==> config.mk <==
export PLATFORM = sky130hd
export DESIGN_NAME = nco_bcd_cnt_disp
export DESIGN_NICKNAME = d
export VERILOG_FILES = /design/src/rtl/nco_bcd_cnt_disp.sv
export SDC_FILE = /design/constraint.sdc
export NUM_CORES = 1
export LEC_CHECK = 0
export ABC_CLOCK_PERIOD_IN_PS = 6300
export CORE_MARGIN = 8
export CORE_UTILIZATION = 40
export CTS_BUF_LIST = sky130_fd_sc_hd__clkbuf_4
export CTS_CLUSTER_SIZE = 24
export DETAILED_ROUTE_END_ITERATION = 16
export GPL_ROUTABILITY_DRIVEN = 0
export MAX_ROUTING_LAYER = met4
export PLACE_DENSITY = 0.64
export SETUP_SLACK_MARGIN = 0.02
export SLEW_MARGIN = 20
export SYNTH_ARGS = -nofsm -noshare
export SYNTH_HDL_FRONTEND = slang
export SYNTH_SLANG_ARGS = --single-unit
export TNS_END_PERCENT = 20
==> constraint.sdc <==
create_clock -name clk -period 6.3 [get_ports clk]
set_input_delay 0.945 -clock clk [delete_from_list [all_inputs] [get_ports clk]]
set_output_delay 0.945 -clock clk [all_outputs]
set_load 0.01 [all_outputs]
==> src/rtl/nco_bcd_cnt_disp.sv <==
// NCO-driven N-digit BCD up/down counter with a multiplexed 7-segment scan driver.
// Optional leading-zero blanking: define NCO_BCD_CNT_DISP_LZB_EN.
module nco_bcd_cnt_disp #(
    parameter int DIGITS   = 6,
    parameter int NCO_W    = 32,
    parameter int SCAN_DIV = 50000
) (
    input  logic              clk,
    input  logic              rst_n,
    input  logic [NCO_W-1:0]  i_nco_num,
    input  logic              i_en,
    input  logic              i_up,
    input  logic              i_clr,
    output logic              o_tick,
    output logic              o_wrap,
    output logic [6:0]        o_seg,
    output logic              o_seg_dp,
    output logic [DIGITS-1:0] o_seg_enb
);
    localparam int SCAN_W = $clog2(SCAN_DIV);
    localparam int IDX_W  = (DIGITS > 1) ? $clog2(DIGITS) : 1;

    logic [NCO_W-1:0]  r_nco_cnt;
    logic [3:0]        r_dig [DIGITS];
    logic [SCAN_W-1:0] r_scan_cnt;
    logic [IDX_W-1:0]  r_idx;

    logic       w_term;
    logic       w_carry;
    logic [3:0] w_dig_nxt [DIGITS];
    logic [3:0] w_cur;
    logic       w_blank;

    function automatic logic [6:0] seg_decode(input logic [3:0] d);
        case (d)
            4'd0:    seg_decode = 7'h3F;
            4'd1:    seg_decode = 7'h06;
            4'd2:    seg_decode = 7'h5B;
            4'd3:    seg_decode = 7'h4F;
            4'd4:    seg_decode = 7'h66;
            4'd5:    seg_decode = 7'h6D;
            4'd6:    seg_decode = 7'h7D;
            4'd7:    seg_decode = 7'h07;
            4'd8:    seg_decode = 7'h7F;
            4'd9:    seg_decode = 7'h6F;
            default: seg_decode = 7'h00;
        endcase
    endfunction

    // Periods 0 and 1 both terminate every cycle; a period lowered below the phase terminates at once.
    assign w_term = (i_nco_num <= NCO_W'(1)) || (r_nco_cnt >= i_nco_num - NCO_W'(1));

    // Ripple carry/borrow through the digits; a carry out of the top digit is the wrap.
    always_comb begin
        w_carry = 1'b1;
        for (int k = 0; k < DIGITS; k++) begin
            w_dig_nxt[k] = r_dig[k];
            if (w_carry) begin
                if (i_up) begin
                    if (r_dig[k] >= 4'd9) begin
                        w_dig_nxt[k] = 4'd0;
                    end else begin
                        w_dig_nxt[k] = r_dig[k] + 4'd1;
                        w_carry      = 1'b0;
                    end
                end else begin
                    if (r_dig[k] == 4'd0 || r_dig[k] > 4'd9) begin
                        w_dig_nxt[k] = 4'd9;
                    end else begin
                        w_dig_nxt[k] = r_dig[k] - 4'd1;
                        w_carry      = 1'b0;
                    end
                end
            end
        end
    end

    always_ff @(posedge clk or negedge rst_n) begin
        if (!rst_n) begin
            r_nco_cnt <= '0;
            o_tick    <= 1'b0;
            o_wrap    <= 1'b0;
            for (int k = 0; k < DIGITS; k++) r_dig[k] <= 4'd0;
        end else if (i_clr) begin
            r_nco_cnt <= '0;
            o_tick    <= 1'b0;
            o_wrap    <= 1'b0;
            for (int k = 0; k < DIGITS; k++) r_dig[k] <= 4'd0;
        end else if (!i_en) begin
            o_tick <= 1'b0;
            o_wrap <= 1'b0;
        end else if (w_term) begin
            r_nco_cnt <= '0;
            o_tick    <= 1'b1;
            o_wrap    <= w_carry;
            for (int k = 0; k < DIGITS; k++) r_dig[k] <= w_dig_nxt[k];
        end else begin
            r_nco_cnt <= r_nco_cnt + NCO_W'(1);
            o_tick    <= 1'b0;
            o_wrap    <= 1'b0;
        end
    end

    always_ff @(posedge clk or negedge rst_n) begin
        if (!rst_n) begin
            r_scan_cnt <= '0;
            r_idx      <= '0;
        end else if (r_scan_cnt == SCAN_W'(SCAN_DIV - 1)) begin
            r_scan_cnt <= '0;
            r_idx      <= (r_idx == IDX_W'(DIGITS - 1)) ? '0 : r_idx + IDX_W'(1);
        end else begin
            r_scan_cnt <= r_scan_cnt + SCAN_W'(1);
        end
    end

    always_comb begin
        w_cur = 4'd0;
        for (int k = 0; k < DIGITS; k++) begin
            if (r_idx == IDX_W'(k)) w_cur = r_dig[k];
        end
    end

`ifdef NCO_BCD_CNT_DISP_LZB_EN
    logic [DIGITS-1:0] w_hi_zero;
    logic              w_z;

    // w_hi_zero[k]: digit k and every digit above it are zero.
    always_comb begin
        w_z       = 1'b1;
        w_hi_zero = '0;
        w_blank   = 1'b0;
        for (int k = DIGITS - 1; k >= 0; k--) begin
            w_z          = w_z & (r_dig[k] == 4'd0);
            w_hi_zero[k] = w_z;
        end
        for (int k = 1; k < DIGITS; k++) begin
            if (r_idx == IDX_W'(k)) w_blank = w_hi_zero[k];
        end
    end
`else
    assign w_blank = 1'b0;
`endif

    always_ff @(posedge clk or negedge rst_n) begin
        if (!rst_n) begin
            o_seg     <= 7'h00;
            o_seg_dp  <= 1'b0;
            o_seg_enb <= '1;
        end else begin
            o_seg     <= w_blank ? 7'h00 : seg_decode(w_cur);
            o_seg_dp  <= (r_idx == '0) && !i_up;
            o_seg_enb <= ~(DIGITS'(1) << r_idx);
        end
    end
endmodule

==> run metrics <==
status=finished, final reports clean; M1 GR Usage=0.218; Main synth FF type=dfrtp_1; combinational family with the most area after synthesis=simple AND/OR/NAND/NOR gates; Routed WL=16.7 mm; Post-Synth Adder-Cell Area=0.108; Post-synth ARST share=1.00; GR Util met3=0.0297; routed len/inst=15.0 um; most instantiated cells after synthesis=100 x nor2_1, 85 x dfrtp_1, 74 x nand2_1; Pins Over Slew Limit=0; worst slew pin tran=0.988 ns; placed cell area=7830 um2; startpoint types=input pin; share of the synthesized area in the top cell type=0.300; Clock Power Share=0.301; share of cells above drive strength 1=0.0572; Fin. Hold Viols=0; Post-CTS Setup Bufs=0; crit path max fanout=6; Seq/Total Area, Yosys=0.323; delay-heaviest family, CP=simple AND/OR/NAND/NOR gates; Ys Warns=0; GR peak layer=met2; final net count=984; #FFs+latches synth=91; XOR/XNOR share of the synthesized area=0.0866; syn_nets=948; synthesis-to-finish area growth=12.3%; initial antenna violation count=1; Synth area leader=dfrtp_1; depth of the CTS H-tree=3; clk slew on worst S/H paths=between 0.15 and 0.2 ns; Comb pwr share=0.112; pin count of the biggest net entering global routing=75; CTS resizes=0; post-route antenna net violation count=0; IR drop worst, VDD=0.0824 mV; Mapped Avg Cell Area=8.33 um2; Max clock buf depth=2; Worst-Skew Late Latency=0.48 ns; Synth Cell Area=roughly 7100 um2; Lkg Pwr=between 3 and 4 nW; number of max-cap violations=0; I/O Pins=53; CP cell instances=clkdlybuf4s50_1 > or4_4 > or3_4 > or3_4 > or3_4 > or4_4 > nor2_1 > xnor2_1 > ha_1 > a21oi_1 > o21ai_0 > o31a_1 > nor4_1 > nand3_1 > o311ai_0; synth top area cells=dfrtp_1 30%, ha_1 11%, xnor2_1 5.7%; Vias=6204; setup_tns=0 ns; Buf+Inv Stages, Crit Path=1; hpwl dp=12.5 mm; GRT Resource Usage Total=0.161; die area=22200 um2; unrepaired setup endpoints after global routing=no; first-pass GRT wire length=just under 30 mm; CTS Buf Count=9; initial core utilization=0.409; # setup viols final=0; Initial DRC Count=422; Post-synth EDFFs=0; met2 Resource Use GR=0.240; Switch Pwr=0.284 mW; Rows=48; Distinct cells, synth=69; max incr delay on CP=0.86 ns; Worst slew margin=0.335; Layout Cell Area excl Fill=~7900 um2; routed vias/inst=5.55; Die Height=149 um; Int Pwr=0.717 mW; drc violations=0; IO Port Bufs=52; period utilisation layout=0.889; post-synthesis simple-gate area fraction=0.241; Crit Path Class=input pin to flop; Compound-Gate Fraction of Synth Area=0.183; Most common cell on crit path=or3_4; worst hold path class=input pin to async pin; FMAX=179 MHz; CP Data Arrival Time=just under 6 ns; Clock Root Buffer=clkbuf_4; Sw Share=0.284; count leader, synth=nor2_1; TritonCTS clock tree=done; Placeable Area=~17000 um2; clock tree sinks=91; PwrDens=126 nW/um2; total global routing overflow=0; Worst Skew=between 0.015 and 0.02 ns; DRT Pass-1 Iters=5; chip width=149 um; slowest CP cell=nor4_1; vias in the first global route=5764; Seq pwr share=0.588; CTS Hold Buffers Added=0; mux cell area share after synthesis=0.0184; Crit path required time=6.66 ns; crit end category=flop; Mapped Cells=850; fin crit period=between 5 and 6 ns
-- power groups by stage --
stage	sequential (mW)	combinational (mW)	clock, mW
after floorplan	0.599	0.0529	0
after global placement	0.599	0.112	0
after detailed placement	0.599	0.113	0
after CTS	0.588	0.114	0.316
after global routing	0.589	0.126	0.337
final	0.588	0.112	0.301
-- flip-flops by register name, indices dropped and copies added, names as in the netlist --
name	count
o_seg	7
o_seg_dp	1
o_seg_enb	6
o_tick	1
o_wrap	1
r_dig	24
r_idx	3
r_nco_cnt	32
r_scan_cnt	16
-- cells in the final DEF, fill, tap and decap left out, drive strengths merged, types with 4 or more instances in the layout --
cell           count
nor2             100
dfrtp             85
nand2             74
a21oi             67
ha                61
clkdlybuf4s50     50
xnor2             46
o21ai             40
inv               37
nand3             34
nand4             25
xor2              24
nor3              23
mux2i             13
nor4              13
buf               12
or3               12
nor2b             10
and2              10
a211oi            10
a21o              10
clkbuf            10
o21bai             9
nand2b             9
a31oi              9
o22ai              8
o31ai              7
or4                7
dfstp              6
nand3b             4
a221oi             4
clkinvlp           4
-- metal layers --
layer / part of all wire / vias up
li1: - / 3124
met1: 0.49 / 2949
met2: 0.46 / 107
met3: 0.032 / 24
met4: 0.019 / 0
met5: 0 / -
-- final cells by class --
type / instances / area [um2]
antenna: 1 / 2.50
clock buffer: 10 / 75.1
clock inverter: 6 / 42.5
fill: 1662 / 9350
inverter: 37 / 139
multi-input combinational: 685 / 4520
sequential: 91 / 2280
tap: 225 / 282
timing repair buffer: 62 / 601
-- path summary, 6_finish.rpt --
| kind | depth (start not counted) | slack (ns) | end | start |
|---|---|---|---|---|
| setup / recovery | 15 | 0.70 | r_nco_cnt[12] | i_nco_num[10] |
| hold / removal | 1 | 0.30 | r_scan_cnt[4] | rst_n |
| setup reg to reg | 10 | 3.05 | r_nco_cnt[12] | r_nco_cnt[0] |
| hold reg to reg | 1 | 0.48 | r_scan_cnt[0] | r_scan_cnt[0] |
| max in group asynchronous | 2 | 4.78 | r_dig[8] | rst_n |
| min in group clk | 1 | 0.48 | r_scan_cnt[0] | r_scan_cnt[0] |
-- metrics by stage --
| step | setup slack [ns] | hold slack [ns] | total power, mW | instances | utilization |
|---|---|---|---|---|---|
| 4_1_cts | 0.774 | 0.270 | 1.02 | 1116 | 0.459 |
| 6_report | 0.701 | 0.297 | 1.00 | 1117 | 0.459 |
| 3_3_place_gp | 0.0501 | 0.458 | 0.711 | 1100 | 0.452 |
| 3_5_place_dp | 0.241 | 0.457 | 0.712 | 1100 | 0.453 |
| 2_1_floorplan | 0.925 | 0.433 | 0.651 | 850 | - |
| 5_1_grt | 0.329 | 0.264 | 1.05 | 1117 | 0.459 |
-- kinds of logic after synthesis --
logic type,after synthesis
muxes,13
xor gates and xnor gates,70
AOI/OAI and AO/OA,203
adders and majority gates,61
DFF,91
and+or+nand+nor,338
buffers and inverters,74
Power figures use the tool's default switching activity.
